--- src/rtl/arm_mem_pkg.sv ---
// Shared constants and types for the data-memory write buffer and its backing RAM.
package arm_mem_pkg;

    localparam int DEPTH_DEFAULT     = 4;
    localparam int RAM_WORDS_DEFAULT = 64;
    localparam int IDX_W             = 6;

    typedef struct packed {
        logic             valid;
        logic [IDX_W-1:0] index;
        logic [31:0]      data;
    } wbuf_entry_t;

    // What the single RAM port is doing this cycle.
    typedef enum logic [1:0] {
        OP_IDLE,
        OP_LOAD,
        OP_STORE,
        OP_DRAIN
    } op_e;

    function automatic logic [IDX_W-1:0] word_index(input logic [31:0] addr);
        return addr[IDX_W+1:2];
    endfunction

endpackage

--- src/rtl/dmem_wbuf_if.sv ---
// Core-side data memory bus: request, address/data, load result and flow control.
interface dmem_wbuf_if;
    logic        MemWrite;
    logic        MemRead;
    logic [31:0] ALUResult;
    logic [31:0] WriteData;
    logic [31:0] ReadData;
    logic        Stall;
    logic        Empty;

    modport master (
        output MemWrite, MemRead, ALUResult, WriteData,
        input  ReadData, Stall, Empty
    );

    modport slave (
        input  MemWrite, MemRead, ALUResult, WriteData,
        output ReadData, Stall, Empty
    );
endinterface

--- src/rtl/dmem_ram.sv ---
// Single-port word RAM: one shared address, asynchronous read, synchronous write, no reset.
module dmem_ram #(
    parameter int WORDS = 64,
    parameter int AW    = 6
) (
    input  logic          clk,
    input  logic          we_i,
    input  logic [AW-1:0] addr_i,
    input  logic [31:0]   wdata_i,
    output logic [31:0]   rdata_o
);
    logic [31:0] mem_q [WORDS];

    always_ff @(posedge clk) begin
        if (we_i) begin
            mem_q[addr_i] <= wdata_i;
        end
    end

    assign rdata_o = mem_q[addr_i];
endmodule

--- src/rtl/dmem_wbuf.sv ---
// Data memory front-end: posted-write FIFO with store-to-load forwarding over a
// single-port RAM. Loads and stores own the port unless the buffer is full.
module dmem_wbuf
    import arm_mem_pkg::*;
#(
    parameter int DEPTH     = DEPTH_DEFAULT,
    parameter int RAM_WORDS = RAM_WORDS_DEFAULT
) (
    input  logic      clk,
    input  logic      reset,
    dmem_wbuf_if.slave bus
);
    localparam int PTR_W  = (DEPTH > 1) ? $clog2(DEPTH) : 1;
    localparam int CNT_W  = $clog2(DEPTH + 1);
    localparam int RAM_AW = (RAM_WORDS > 1) ? $clog2(RAM_WORDS) : 1;
    localparam logic [PTR_W-1:0] LAST_SLOT = PTR_W'(DEPTH - 1);
    localparam logic [CNT_W-1:0] FULL_CNT  = CNT_W'(DEPTH);

    wbuf_entry_t [DEPTH-1:0] entries;
    logic [PTR_W-1:0]  wr_ptr_q, wr_ptr_d, rd_ptr_q, rd_ptr_d;
    logic [CNT_W-1:0]  count_q, count_d;
    op_e               op;
    logic              full, enq, drain;
    logic [IDX_W-1:0]  req_idx;
    logic              fwd_hit;
    logic [31:0]       fwd_data;
    logic [PTR_W-1:0]  slot;
    logic [RAM_AW-1:0] ram_addr;
    logic [31:0]       ram_rdata;

    assign req_idx = word_index(bus.ALUResult);

    for (genvar gi = 0; gi < DEPTH; gi++) begin : g_entry
        wbuf_entry_t entry_q;

        always_ff @(posedge clk or negedge reset) begin
            if (!reset) begin
                entry_q.valid <= 1'b0;
            end else if (enq && wr_ptr_q == PTR_W'(gi)) begin
                entry_q <= '{valid: 1'b1, index: req_idx, data: bus.WriteData};
            end else if (drain && rd_ptr_q == PTR_W'(gi)) begin
                entry_q.valid <= 1'b0;
            end
        end

        assign entries[gi] = entry_q;
    end

    always_ff @(posedge clk or negedge reset) begin
        if (!reset) begin
            wr_ptr_q <= '0;
            rd_ptr_q <= '0;
            count_q  <= '0;
        end else begin
            wr_ptr_q <= wr_ptr_d;
            rd_ptr_q <= rd_ptr_d;
            count_q  <= count_d;
        end
    end

    // A full buffer takes the port ahead of the core; otherwise loads beat stores.
    always_comb begin
        full = (count_q == FULL_CNT);
        op   = OP_IDLE;
        if (full) begin
            op = OP_DRAIN;
        end else if (bus.MemRead) begin
            op = OP_LOAD;
        end else if (bus.MemWrite) begin
            op = OP_STORE;
        end else if (count_q != '0) begin
            op = OP_DRAIN;
        end
        enq   = (op == OP_STORE);
        drain = (op == OP_DRAIN);

        wr_ptr_d = wr_ptr_q;
        rd_ptr_d = rd_ptr_q;
        count_d  = count_q;
        if (enq) begin
            wr_ptr_d = (wr_ptr_q == LAST_SLOT) ? '0 : wr_ptr_q + 1'b1;
            count_d  = count_q + 1'b1;
        end else if (drain) begin
            rd_ptr_d = (rd_ptr_q == LAST_SLOT) ? '0 : rd_ptr_q + 1'b1;
            count_d  = count_q - 1'b1;
        end
    end

    // Walk oldest to youngest so the last match seen is the most recent store.
    always_comb begin
        fwd_hit  = 1'b0;
        fwd_data = '0;
        slot     = '0;
        for (int k = 0; k < DEPTH; k++) begin
            slot = PTR_W'((int'(rd_ptr_q) + k) % DEPTH);
            if (entries[slot].valid && entries[slot].index == req_idx) begin
                fwd_hit  = 1'b1;
                fwd_data = entries[slot].data;
            end
        end
    end

    assign ram_addr = drain ? RAM_AW'(entries[rd_ptr_q].index) : RAM_AW'(req_idx);

    dmem_ram #(
        .WORDS(RAM_WORDS),
        .AW   (RAM_AW)
    ) u_ram (
        .clk    (clk),
        .we_i   (drain),
        .addr_i (ram_addr),
        .wdata_i(entries[rd_ptr_q].data),
        .rdata_o(ram_rdata)
    );

    assign bus.Stall    = reset && full && (bus.MemRead || bus.MemWrite);
    assign bus.ReadData = (reset && op == OP_LOAD) ? (fwd_hit ? fwd_data : ram_rdata) : '0;
    assign bus.Empty    = (count_q == '0);
endmodule

--- src/flat_wrapper.sv ---
// flat-port wrapper written by rule: the top's interface ports become plain ports
module dmem_wbuf_flat import arm_mem_pkg::*;
#(
    parameter int DEPTH     = DEPTH_DEFAULT,
    parameter int RAM_WORDS = RAM_WORDS_DEFAULT
)
  (clk, reset, bus_MemWrite, bus_MemRead, bus_ALUResult, bus_WriteData, bus_ReadData, bus_Stall, bus_Empty);
  dmem_wbuf_if bus_i ();
  input  logic clk;
  input  logic reset;
  input wire logic [$bits(bus_i.MemWrite)-1:0] bus_MemWrite;
  input wire logic [$bits(bus_i.MemRead)-1:0] bus_MemRead;
  input wire logic [$bits(bus_i.ALUResult)-1:0] bus_ALUResult;
  input wire logic [$bits(bus_i.WriteData)-1:0] bus_WriteData;
  output wire logic [$bits(bus_i.ReadData)-1:0] bus_ReadData;
  output wire logic [$bits(bus_i.Stall)-1:0] bus_Stall;
  output wire logic [$bits(bus_i.Empty)-1:0] bus_Empty;
  assign bus_i.MemWrite = bus_MemWrite;
  assign bus_i.MemRead = bus_MemRead;
  assign bus_i.ALUResult = bus_ALUResult;
  assign bus_i.WriteData = bus_WriteData;
  assign bus_ReadData = bus_i.ReadData;
  assign bus_Stall = bus_i.Stall;
  assign bus_Empty = bus_i.Empty;
  dmem_wbuf #(.DEPTH(DEPTH), .RAM_WORDS(RAM_WORDS)) u_core (.clk(clk), .reset(reset), .bus(bus_i));
endmodule
--- config.mk ---
export PLATFORM = sky130hd
export DESIGN_NAME = dmem_wbuf_flat
export DESIGN_NICKNAME = d
export VERILOG_FILES = /design/src/rtl/arm_mem_pkg.sv /design/src/rtl/dmem_wbuf_if.sv /design/src/rtl/dmem_ram.sv /design/src/rtl/dmem_wbuf.sv /design/src/flat_wrapper.sv
export SDC_FILE = /design/constraint.sdc
export NUM_CORES = 2
export LEC_CHECK = 0
export ABC_AREA = 1
export CAP_MARGIN = 10
export CORE_MARGIN = 5
export CORE_UTILIZATION = 55
export CTS_CLUSTER_SIZE = 10
export DETAILED_ROUTE_END_ITERATION = 8
export PLACE_DENSITY_LB_ADDON = 0.1
export SETUP_SLACK_MARGIN = 0.2
export SYNTH_ARGS = -nofsm -noshare
export SYNTH_HDL_FRONTEND = slang
export SYNTH_HIERARCHICAL = 1
export SYNTH_SLANG_ARGS = --single-unit
--- constraint.sdc ---
create_clock -name clk -period 11.5 [get_ports clk]
set_input_delay 2.3 -clock clk [delete_from_list [all_inputs] [get_ports clk]]
set_output_delay 2.3 -clock clk [all_outputs]
set_load 0.005 [all_outputs]
---- After elaboration in Yosys (flattened, before gate mapping) ----
Memories as Yosys holds them, arrays and structs flattened.
Cells that the tools add are included.
word-level totals
  input port bits ......................... 68
  logic and storage cells ................. 109
  bits in writable memories ............... 2,048
  memories kept ........................... 1
  output and inout bits ................... 34
  register bits after elaboration ......... 163
operators by class
  muxes and demuxes ....................... 37
  bitwise logic cells ..................... 1
  magnitude comparators ................... 4
  reduce and logical (&&, ||, !) cells .... 30
  eq/ne operators ......................... 14
  add/subtract/negate cells ............... 7
memories
  name                depth  bits a word  read ports  clocked after Yosys merged registers in  wr ports  RTL line        RTL
  u_core.u_ram.mem_q  64     32           1           0                                        1         dmem_ram.sv:12  logic [31:0] mem_q [WORDS];
operator list
  operator             count
  $bmux 39 s2          4
  $mux 32              6
  $mux 39              4
  $eq 6x6->1           4
  $logic_and 1x1->1    15
  $mux 1               14
  $eq 2x2->1 const B   6
  $lt 2x3->1 const B   4
  $mux 2               6
  $reduce_and 2->1     5
  $reduce_bool 2->1    5
  $add 2x1->2 const B  3
  $eq 2x1->1 const B   3
  $mux 3               2
  $mux 6               1
  $add 2x2->2 const B  2
  $logic_not 2->1      2
  $add 3x1->3 const B  1
  $eq 3x3->1 const B   1
  $logic_not 3->1      1
  $reduce_bool 3->1    1
  $sub 3x1->3 const B  1
  $logic_or 1x1->1     1
  $not 1->1            1

---- Logic depth before layout (Yosys ltp) ----
  depth in word-level cells ............... 10
  depth in mapped cells ................... 27
  gate-level depth less buffers ........... 23

---- By module ----
The synthesis kept the hierarchy.
by module, submodules not included
  module     cells an instance  sequential area each (µm²)  times used  area an instance (µm²)
  dmem_ram   8,408              61,499.0                    1           85,862.3
  dmem_wbuf  1,436              4,839.6                     1           10,451.3

---- Worst setup path after synthesis ----
No wires, ideal clock.
  path type ............................... input to register
  start ................................... input bus_MemWrite
  end ..................................... memory u_core.u_ram.mem_q[41][0] (enable)
  cell stages on the path ................. 11
  required time ........................... 10,998 ps
  setup slack ............................. 3,652 ps
  setup time .............................. 502 ps
  path buffers ............................ 1
  arrival time ............................ 7,346 ps
  path through ............................ inv_1 > nand2_1 > a21oi_1 > nor2_1 > inv_1 > clkbuf_1 > o21ai_0 > inv_2 > nor3_2 > inv_2 > nor4_1
RTL lines
  item                    RTL line            RTL
  start, declared         flat_wrapper.sv:11  input wire logic [$bits(bus_i.MemWrite)-1:0] bus_MemWrite;
  $mux 2                  dmem_wbuf.sv:69     end else if (bus.MemWrite) begin
  $mux 2                  dmem_wbuf.sv:67     end else if (bus.MemRead) begin
  $mux 2                  dmem_wbuf.sv:65     if (full) begin
  $eq 2x2->1              dmem_wbuf.sv:75     drain = (op == OP_DRAIN);
  via u_core.drain        dmem_wbuf.sv:23     logic full, enq, drain;
  $mux 6                  dmem_wbuf.sv:103    assign ram_addr = drain ? RAM_AW'(entries[rd_ptr_q].index) : RAM_AW'(req_idx);
  via u_core.ram_addr[3]  dmem_wbuf.sv:28     logic [RAM_AW-1:0] ram_addr;
  end, declared           dmem_ram.sv:12
The timed path passes the listed nets, and every way through them passes these cells.

---- Worst setup path after layout ----
  start ................................... input bus_MemWrite
  end ..................................... output bus_ReadData[25]
on the way
  word-level cells in the longest chain between the ends .. 8
ends and longest elaborated chain
  item                      RTL line            RTL
  $mux 2                    dmem_wbuf.sv:69
  $mux 2                    dmem_wbuf.sv:67
  $mux 2                    dmem_wbuf.sv:65
  $eq 2x2->1                dmem_wbuf.sv:75
  via u_core.drain          dmem_wbuf.sv:23
  $mux 6                    dmem_wbuf.sv:103
  via u_core.ram_addr[0]    dmem_wbuf.sv:28
  $mem_v2 64x32             n/a
  via u_core.ram_rdata[25]  dmem_wbuf.sv:29     logic [31:0] ram_rdata;
  $mux 32 (2 in series)     dmem_wbuf.sv:117    assign bus.ReadData = (reset && op == OP_LOAD) ? (fwd_hit ? fwd_data : ram_rdata) : '0;
  end, declared             flat_wrapper.sv:15  output wire logic [$bits(bus_i.ReadData)-1:0] bus_ReadData;
The timed path passes the listed nets, and every way through them passes these cells.

==> metrics.md <==
| Metric | Value |
|---|---|
| Outcome | `finished clean` |
| Crit Path Class | `input pin to primary output` |
| Met1 Resource Use GR | `0.400` |
| Worst skew pair latency | `0.92 ns` |
| Via Count | `67800` |
| Post-DRT Antenna Nets | `0` |
| Synth top area share | `0.686` |
| Htree depth | `5` |
| Fin crit share | `0.931` |
| Most frequent cells in the layout | `nand2_1 (6219), edfxtp_1 (2200), clkbuf_16 (282)` |
| Most common cell after layout, fill and taps aside | `nand2_1` |
| Slew @ Worst Pin | `1.31 ns` |
| VDD IR max | `0.228 mV` |
| Global route overflow | `0` |
| DR pass1 iterations | `6` |
| CP Capture Type | `primary output` |
| P_int | `17800 uW` |
| Beginning of the critical path | `bus_MemWrite` |
| Row count | `153` |
| Clock sink count | `2211` |
| Yosys warns | `6` |
| Yosys cell types | `31` |
| Syn Nets | `slightly below 10000` |
| RSZ-0062 raised after global routing | `false` |
| Total CTS buffers | `274` |
| Total Wirelength | `272000 microns` |
| Max-Cap Viols | `0` |
| Synth area leader | `edfxtp_1` |
| Clock Power Share | `0.240` |
| Post-route cell area | `0.108 sq mm` |
| Number of nets in the layout | `9934` |
| Placer Congestion | `0.855` |
| Post-Synthesis Cell Area | `0.0963 sq mm` |
| Crit path DAT | `about 8.4 ns` |
| Core Util, Final | `0.618` |
| Largest net degree at the start of global routing | `between 150 and 200` |
| Hold Buf Count CTS | `0` |
| Area after DPL | `0.100 sq mm` |
| Gate power share | `0.405` |
| Grt met3 use | `0.0499` |
| Starting Density | `0.553` |
| First DRT Iteration DRCs | `7021` |
| Yosys reg bits | `2211` |
| Vias in the first global route | `63700` |
| Clock Tree Root | `clkbuf_16` |
| Drt wl/cell | `22.3 microns` |
| Layout area overhead | `11.7%` |
| Post-DP HPWL | `142000 microns` |
| Resized cells post-CTS | `0` |
| Clock tree buffer depth | `4` |
| Hold Vio Cnt, Final | `0` |
| Setup_tns | `0 ns` |
| Lkg Pwr | `0.0447 uW` |
| Async SR Flop Fraction | `0.00498` |
| Die H | `~430 microns` |
| Synth Instances | `a little under 10000` |
| Sequential share of the synthesized area | `0.689` |
| HP Start | `u_core/entries[116]` |
| WP data required | `about 9.2 ns` |
| Core Area | `0.174 sq mm` |
| Vias per inst | `5.54` |
| FMAX | `0.0934 GHz` |
| Crit Path Max Fanout | `102` |
| Setup bufs post-CTS | `0` |
| Net Sw Frac | `0.417` |
| Seq pwr share | `0.355` |
| Synth top area cells | `edfxtp_1 (69%), nand2_1 (24%), o21ai_0 (1.5%)` |
| Max transition margin | `0.122` |
| IO Pins | `102` |
| HP Class | `flop to flop` |
| CTS clock-pin slew for the worst setup and hold paths | `0.05 ns` |
| Port-buffer cells | `75` |
| Pwr dens | `roughly 280 mW/mm^2` |
| Gr busiest metal | `met2` |
| Syn_area_per_cell | `9.78 sq um` |
| Overall routing resource usage | `0.292` |
| Main flop type after synthesis | `edfxtp_1` |
| Die ar. | `0.184 sq mm` |
| First-pass GRT wire length | `between 400000 and 500000 microns` |
| Initial antenna violation count | `5` |
| Setup violations, final | `0` |
| Share of cells above drive strength 1 | `0.0625` |
| Met2 Resource Use GR | `0.459` |
| RR Startpoint | `u_core/rd_ptr_q[1]` |
| Die width | `428 microns` |
| CTS tree | `done` |
| EDFF count, synth | `2200` |
| Post-layout min period | `10.71 ns` |
| Switch Pwr | `12700 uW` |
| Post-route DRC | `0` |
| CP startpoint kind | `input pin` |
| Post-Route Skew | `0.0563 ns` |
| Pins Over Slew Limit | `0` |
==> cells in the mapped netlist (all sizes together) (6+ instances only) <==
| cell type | n |
|---|---|
| nand2 | 6220 |
| ha | 8 |
| dfrtp | 11 |
| o21ai | 301 |
| a21oi | 101 |
| or2 | 6 |
| buf | 334 |
| o211ai | 6 |
| nor3 | 11 |
| nor2 | 229 |
| inv | 120 |
| nand3 | 95 |
| edfxtp | 2200 |
| clkbuf | 186 |
==> worst max-delay path, stage by stage <==
cell             delay (ns)
clkdlybuf4s50_1        0.45
inv_1                  0.06
a211oi_1               0.47
nor2_2                 0.08
inv_1                  0.52
nand2_1                0.21
o21ai_4                0.50
inv_8                  0.58
buf_12                 0.44
nand2_1                0.09
nand2_1                0.05
nand2_1                0.06
nand2_1                0.07
nand2_1                0.06
nand2_1                0.14
nand2_1                0.09
nand2_1                0.24
nor2_1                 0.65
nand2_1                0.31
o21ai_0                0.23
a21oi_1                0.10
clkdlybuf4s50_1        0.50
==> power groups by stage <==
| stage | clock network [uW] | registers, uW | logic (uW) |
|---|---|---|---|
| global placement | 0 | 11000 | 12000 |
| global route | 7770 | 10900 | 13500 |
| floorplan | 0 | 11100 | 7300 |
| detailed placement | 0 | 11000 | 12200 |
| finish | 7310 | 10800 | 12400 |
| CTS | 7440 | 10800 | 12300 |
==> per-stage QoR <==
stage / power (uW) / instances / hold WS, ns / worst slack, ns
5_1_grt: 32100 / 12200 / 0.547 / 0.545
3_5_place_dp: 23200 / 11900 / 0.506 / 0.959
3_3_place_gp: 23000 / 11900 / 0.497 / 1.03
6_report: 30500 / 12200 / 0.525 / 0.793
2_1_floorplan: 18400 / 9844 / 0.463 / 3.65
4_1_cts: 30500 / 12200 / 0.524 / 0.994
==> cells by family after synthesis <==
family                     share of synthesized area
xor gates and xnor gates                    0.000455
muxes                                       0.000520
AOI/OAI and AO/OA                             0.0214
adders and majority gates                    0.00125
buffers and inverters                         0.0295
DFF                                            0.689
and+or+nand+nor                                0.258
==> routing by layer <==
metal / up-vias / share of wire
met5: - / 0
met1: 32500 / 0.41
met4: 0 / 0.052
li1: 31900 / -
met2: 2816 / 0.46
met3: 614 / 0.085
==> cell type report <==
type / instances / area [sq um]
Timing Repair Buffer: 257 / 2450
Tap cell: 2325 / 2910
Multi-Input combinational cell: 6993 / 28100
Sequential cell: 2211 / 66300
Clock buffer: 306 / 7150
Antenna cell: 12 / 30.0
Clock inverter: 8 / 75.1
Fill cell: 13900 / 66400
Inverter: 120 / 480
==> flip-flops by register name, indices dropped and copies added (netlist names) <==
signal,cells
u_core/u_ram/mem_q,2048
u_core/entries,156
u_core/count_q,3
u_core/rd_ptr_q,2
u_core/wr_ptr_q,2
==> worst paths after layout <==
| check | end | slack (ns) | cells after the start |
|---|---|---|---|
| min in group asynchronous | u_core/count_q[2] | 1.80 | 1 |
| max in group asynchronous | u_core/rd_ptr_q[0] | 9.27 | 1 |
| hold / removal | u_core/entries[116] | 0.52 | 2 |
| hold reg to reg | u_core/entries[116] | 0.52 | 2 |
| setup / recovery | bus_ReadData[25] | 0.79 | 22 |
| setup reg to reg | u_core/u_ram/mem_q[37][29] | 5.48 | 7 |
Note: power is estimated with default switching activity, not from simulation.
